[src/rtl/led_pkg.sv]
// Shared definitions for the LED-matrix frame buffer path.
// Latency: n/a (types and constants only).
// Backpressure: n/a.
package led_pkg;

    // Default geometry: 1024 RGB888 pixels per bank.
    localparam int ADDR_W_DEF = 10;
    localparam int DATA_W_DEF = 24;

    // Arbiter sequencing states.
    typedef enum logic [1:0] {
        ST_IDLE      = 2'd0,
        ST_CLEAR     = 2'd1,
        ST_SWAP_PEND = 2'd2
    } arb_state_t;

endpackage

[src/rtl/fb_bank_arbiter.sv]
// Front/back frame-bank arbiter: display reads first, then back-bank clear, then writer.
// Latency: memory port combinational; display data one cycle after grant.
// Backpressure: wr_ready drops while the display reads, while a clear runs, or in reset.
module fb_bank_arbiter
    import led_pkg::*;
#(
    parameter int ADDR_W = ADDR_W_DEF,
    parameter int DATA_W = DATA_W_DEF
) (
    input  logic              clk,
    input  logic              rst,
    input  logic              disp_req,
    input  logic [ADDR_W-1:0] disp_addr,
    output logic              disp_valid,
    output logic [DATA_W-1:0] disp_data,
    input  logic              wr_valid,
    input  logic [ADDR_W-1:0] wr_addr,
    input  logic [DATA_W-1:0] wr_data,
    output logic              wr_ready,
    input  logic              clr_req,
    input  logic              swap_req,
    input  logic              frame_end,
    output logic              busy,
    output logic              swap_done,
    output logic              front_bank,
    output logic              mem_en,
    output logic              mem_we,
    output logic [ADDR_W:0]   mem_addr,
    output logic [DATA_W-1:0] mem_wdata,
    input  logic [DATA_W-1:0] mem_rdata
);

    arb_state_t        r_state;
    logic [ADDR_W-1:0] r_clr_cnt;
    logic              r_swap_pend;
    logic              r_front_bank;
    logic              r_swap_done;
    logic              r_disp_valid;

    // Grants in priority order; nothing touches the memory while reset is held.
    logic w_disp_gnt;
    logic w_clr_wr;
    logic w_wr_gnt;

    assign w_disp_gnt = disp_req & ~rst;
    assign w_clr_wr   = (r_state == ST_CLEAR) & ~disp_req & ~rst;
    assign w_wr_gnt   = wr_valid & ~disp_req & ~rst & (r_state != ST_CLEAR);

    assign wr_ready   = w_wr_gnt;
    assign busy       = (r_state != ST_IDLE);
    assign swap_done  = r_swap_done;
    assign front_bank = r_front_bank;
    assign disp_valid = r_disp_valid;
    // The memory returns read data in the cycle after the grant, which is
    // exactly the cycle the registered valid is high; zero otherwise.
    assign disp_data  = r_disp_valid ? mem_rdata : '0;

    // Single-port memory mux: display read, else clear write, else writer write.
    always_comb begin
        mem_en    = 1'b0;
        mem_we    = 1'b0;
        mem_addr  = '0;
        mem_wdata = '0;
        if (w_disp_gnt) begin
            mem_en   = 1'b1;
            mem_addr = {r_front_bank, disp_addr};
        end else if (w_clr_wr) begin
            mem_en   = 1'b1;
            mem_we   = 1'b1;
            mem_addr = {~r_front_bank, r_clr_cnt};
        end else if (w_wr_gnt) begin
            mem_en    = 1'b1;
            mem_we    = 1'b1;
            mem_addr  = {~r_front_bank, wr_addr};
            mem_wdata = wr_data;
        end
    end

    // Sequencer: clear walk, pending swap, and bank toggle at the frame boundary.
    always_ff @(posedge clk) begin
        if (rst) begin
            r_state      <= ST_IDLE;
            r_clr_cnt    <= '0;
            r_swap_pend  <= 1'b0;
            r_front_bank <= 1'b0;
            r_swap_done  <= 1'b0;
            r_disp_valid <= 1'b0;
        end else begin
            r_disp_valid <= disp_req;
            r_swap_done  <= 1'b0;
            case (r_state)
                ST_IDLE: begin
                    if (clr_req) begin
                        // Clear takes precedence; a simultaneous swap waits for it.
                        r_state     <= ST_CLEAR;
                        r_clr_cnt   <= '0;
                        r_swap_pend <= swap_req;
                    end else if (swap_req) begin
                        if (frame_end) begin
                            r_front_bank <= ~r_front_bank;
                            r_swap_done  <= 1'b1;
                        end else begin
                            r_state <= ST_SWAP_PEND;
                        end
                    end
                end
                ST_CLEAR: begin
                    if (swap_req) begin
                        r_swap_pend <= 1'b1;
                    end
                    if (w_clr_wr) begin
                        r_clr_cnt <= r_clr_cnt + 1'b1;
                        if (&r_clr_cnt) begin
                            r_state     <= (r_swap_pend | swap_req) ? ST_SWAP_PEND : ST_IDLE;
                            r_swap_pend <= 1'b0;
                        end
                    end
                end
                ST_SWAP_PEND: begin
                    if (frame_end) begin
                        r_front_bank <= ~r_front_bank;
                        r_swap_done  <= 1'b1;
                        r_state      <= ST_IDLE;
                    end
                end
                default: r_state <= ST_IDLE;
            endcase
        end
    end

endmodule
[config.mk]
export PLATFORM = sky130hd
export DESIGN_NAME = fb_bank_arbiter
export DESIGN_NICKNAME = d
export VERILOG_FILES = /design/src/rtl/led_pkg.sv /design/src/rtl/fb_bank_arbiter.sv
export SDC_FILE = /design/constraint.sdc
export NUM_CORES = 1
export LEC_CHECK = 0
export ABC_AREA = 1
export BUFFER_PORTS_ARGS = -buffer_cell sky130_fd_sc_hd__buf_2
export CAP_MARGIN = 20
export CORE_MARGIN = 2
export CORE_UTILIZATION = 36
export DETAILED_ROUTE_END_ITERATION = 10
export PLACE_DENSITY = 0.82
export SETUP_SLACK_MARGIN = 0.1
export SYNTH_ARGS = -nofsm -noshare
export SYNTH_HDL_FRONTEND = slang
export SYNTH_SLANG_ARGS = --single-unit
[constraint.sdc]
create_clock -name clk -period 1.7 [get_ports clk]
set_clock_uncertainty 0.1 [all_clocks]
set_input_delay 0.34 -clock clk [delete_from_list [all_inputs] [get_ports clk]]
set_output_delay 0.34 -clock clk [all_outputs]
set_load 0.03 [all_outputs]
==> metrics.md <==
| Metric | Value |
|---|---|
| Synth cell types | 24 |
| Final hold vios | 0 |
| Clock share of power | 20.6% |
| CP required | 1.78 ns |
| Die extent in x | between 60 and 70 µm |
| Post-synth EDFFs | 0 |
| PD cells | 553 nW/µm² |
| Hold Path Class | in -> reg |
| Crit path launch type | flop |
| Area Growth Syn to Fin | 115% |
| Drt wl/cell | 15.1 µm |
| DIE HEIGHT | 67.1 µm |
| Initial DRC count | approximately 120 |
| ANT cells | 0 |
| Layout cells sized above 1 | 56.7% |
| Clock Latency Late Sink | 0.25 ns |
| Worst-Margin Slew | 0.300 ns |
| CP max FO | 6 |
| FMAX | 532 MHz |
| Mapped Area | approximately 1400 µm² |
| Number of max-cap violations | 0 |
| Int Power | 0.991 mW |
| Combinational cell fraction of total power | 54.2% |
| Via/cell ratio | 4.90 |
| Clk slew on worst S/H paths | 0.07 ns |
| PnR worst setup slack | -0.178 ns |
| Syn Nets | 340 |
| Row count | 22 |
| Area of the die | 4500 µm² |
| Initial cell density of the core | 38.2% |
| Crit path DAT | 1.96 ns |
| First drt pass iteration count | 4 |
| Syn avg cell area | approximately 5.4 µm² |
| Post-Synthesis Cells | ~260 |
| Vias in the first global route | 2017 |
| Sink Count | 16 |
| CP Capture Type | flop |
| Final WL | 7.27 mm |
| H-tree depth | 1 |
| Routability cong. | 0.801 |
| Initial antenna violation count | 0 |
| Prevailing post-synth register cell | dfxtp_1 |
| Sequential power share | 25.2% |
| IO Port Bufs | 140 |
| Clock buffer depth | 2 |
| Sequential share of the synthesized area | 22.4% |
| Tcrit/Tclk final | 110% |
| DP HPWL | between 4 and 5 mm |
| CP Class | reg -> reg |
| Vias | 2362 |
| Setup WS pre-CTS | -0.117 ns |
| # placed instances | 460 |
| Largest net degree at the start of global routing | 26 |
| Failing checks | setup timing |
| FF+latch count, synth | 16 |
| Synth Warn # | 0 |
| Max VDD drop | 0.555 mV |
| Outcome | finished with violations |
| Slew Viols, Final | 0 |
| Leakage | around 1.8 nW |
| RSZ-0062 raised after global routing | yes |
| Post-route non-filler standard cell count | 482 |
| Drt drc | 0 |
| Fin crit period | roughly 1.9 ns |
| # IOs | 141 |
| Placeable Area | 3740 µm² |
| Sw Ratio | 41.8% |
| Slew headroom | about four fifths |
| NetSw | 0.711 mW |
| Final setup vio count | 45 |
| Setup_tns | -4.16 ns |
| Num CTS Buffers | 3 |
| Clock root buffer | clkbuf_8 |
| Power, Total | 1.70 mW |
| Post-synth ARST share | 0% |
| Tot GR Track Use | 27.0% |
| Routed Antenna Nets | 0 |
| CTS Hold Bufs | 0 |
| GR Overflow Total | 0 |
| Final nets | 511 |
| First-pass GRT wire length | 9.22 mm |
| CTS tree | built |
## power groups by stage
| stage | clock network, mW | registers, mW | logic (mW) |
|---|---|---|---|
| after floorplan | 0 | 0.446 | 0.442 |
| after global placement | 0 | 0.429 | 0.698 |
| after detailed placement | 0 | 0.430 | 0.711 |
| after CTS | 0.346 | 0.425 | 0.856 |
| after global routing | 0.366 | 0.430 | 0.981 |
| final | 0.351 | 0.428 | 0.923 |
## synthesized netlist by cell type (all sizes together) (2+ instances only)
cell type   n  area [µm²]
buf         2        18.8
nand4       4        25.0
o21ai       9        48.8
nor2       44         190
inv        74         278
dfxtp      16         320
a21oi      11        55.1
a22oi       3        22.5
o211ai      8        60.1
nand3      11        72.6
clkbuf      6        22.5
nand2      73         292
## worst paths after layout
kind,start,end,slack (ns),cells past startpoint
setup / recovery,r_state[1],r_clr_cnt[5],-0.18,12
hold / removal,clr_req,r_state[0],0.34,3
setup reg to reg,r_state[1],r_clr_cnt[5],-0.18,12
hold reg to reg,r_clr_cnt[7],r_clr_cnt[7],0.38,2
## critical path, stage by stage, from the launching register on
cell and delay [ns]:
dfxtp_2 0.33, buf_4 0.15, nor2_4 0.14, nand2_2 0.14, buf_4 0.16, buf_4 0.14
nand2_4 0.11, nand3_4 0.10, inv_2 0.08, nand2_1 0.07, nand2_1 0.07, nand2_1 0.07
nor2_1 0.14
## cell families (layout without fill, tap and decap cells)
logic type	Yosys count	count (layout)	share of synthesized area (%)
DFF	16	16	22.4
buffers and inverters	82	251	22.3
and+or+nand+nor	133	134	40.9
AOI/OAI and AO/OA	32	32	13.5
adders and majority gates	1	1	0.874
## per-layer routing
| layer | up-vias | GRT usage, % | wire length [µm] |
|---|---|---|---|
| met5 | - | 0 | 0 |
| met4 | 0 | 13.0 | 250 |
| met2 | 142 | 51.1 | 3970 |
| li1 | 1127 | - | - |
| met1 | 1068 | 29.0 | 2460 |
| met3 | 25 | 3.55 | 597 |
## through the flow
step / cell area, µm² / hold slack, ns / utilization, %
2_1_floorplan: 1620 / 0.348 / -
3_3_place_gp: 2450 / 0.371 / 65.4
3_5_place_dp: 2450 / 0.373 / 65.4
4_1_cts: 2960 / 0.339 / 79.2
5_1_grt: 3080 / 0.353 / 82.2
6_report: 3080 / 0.335 / 82.2
## final cells by class
type                            count  area, µm²
Fill cell                         237        668
Multi-Input combinational cell    167       1070
Inverter                           74        294
Timing Repair inverter              2       21.3
Clock buffer                        4       55.1
Tap cell                           48       60.1
Timing Repair Buffer              171       1240
Sequential cell                    16        328
## cells in the final DEF, fill, tap and decap left out
master	n
buf_2	102
inv_1	67
nand2_1	56
buf_6	35
buf_4	29
nor2_4	27
nand2_2	14
nor2_1	13
dfxtp_1	12
a21oi_1	11
o211ai_1	8
nand3_1	8
inv_2	5
o21ai_0	5
nand2_4	4
nor2_2	4
nand4_1	4
clkbuf_8	4
a22oi_2	3
buf_16	3
dfxtp_2	3
nand3_4	2
o21ai_1	2
buf_12	2
inv_12	1
clkinvlp_4	1
o21ai_2	1
nand3_2	1
o21ai_4	1
o21a_1	1
nor4_1	1
ha_2	1
clkinv_8	1
clkinvlp_2	1
dfxtp_4	1
## repair_timing
item | in CTS | in global routing
pin swaps | 4 | 4
gates cloned | 4 | 2
buffers inserted | 6 | 6
resized for setup | 101 | 20
hold endpoints to repair | 0 | 0
setup endpoints to repair | 38 | 71
## flip-flops by register name (all words and copies together) (netlist names)
| name | cells |
|---|---|
| disp_valid | 1 |
| r_clr_cnt | 10 |
| swap_done | 1 |
| r_swap_pend | 1 |
| front_bank | 1 |
| r_state | 2 |
Note: power is estimated with default switching activity, not from simulation.
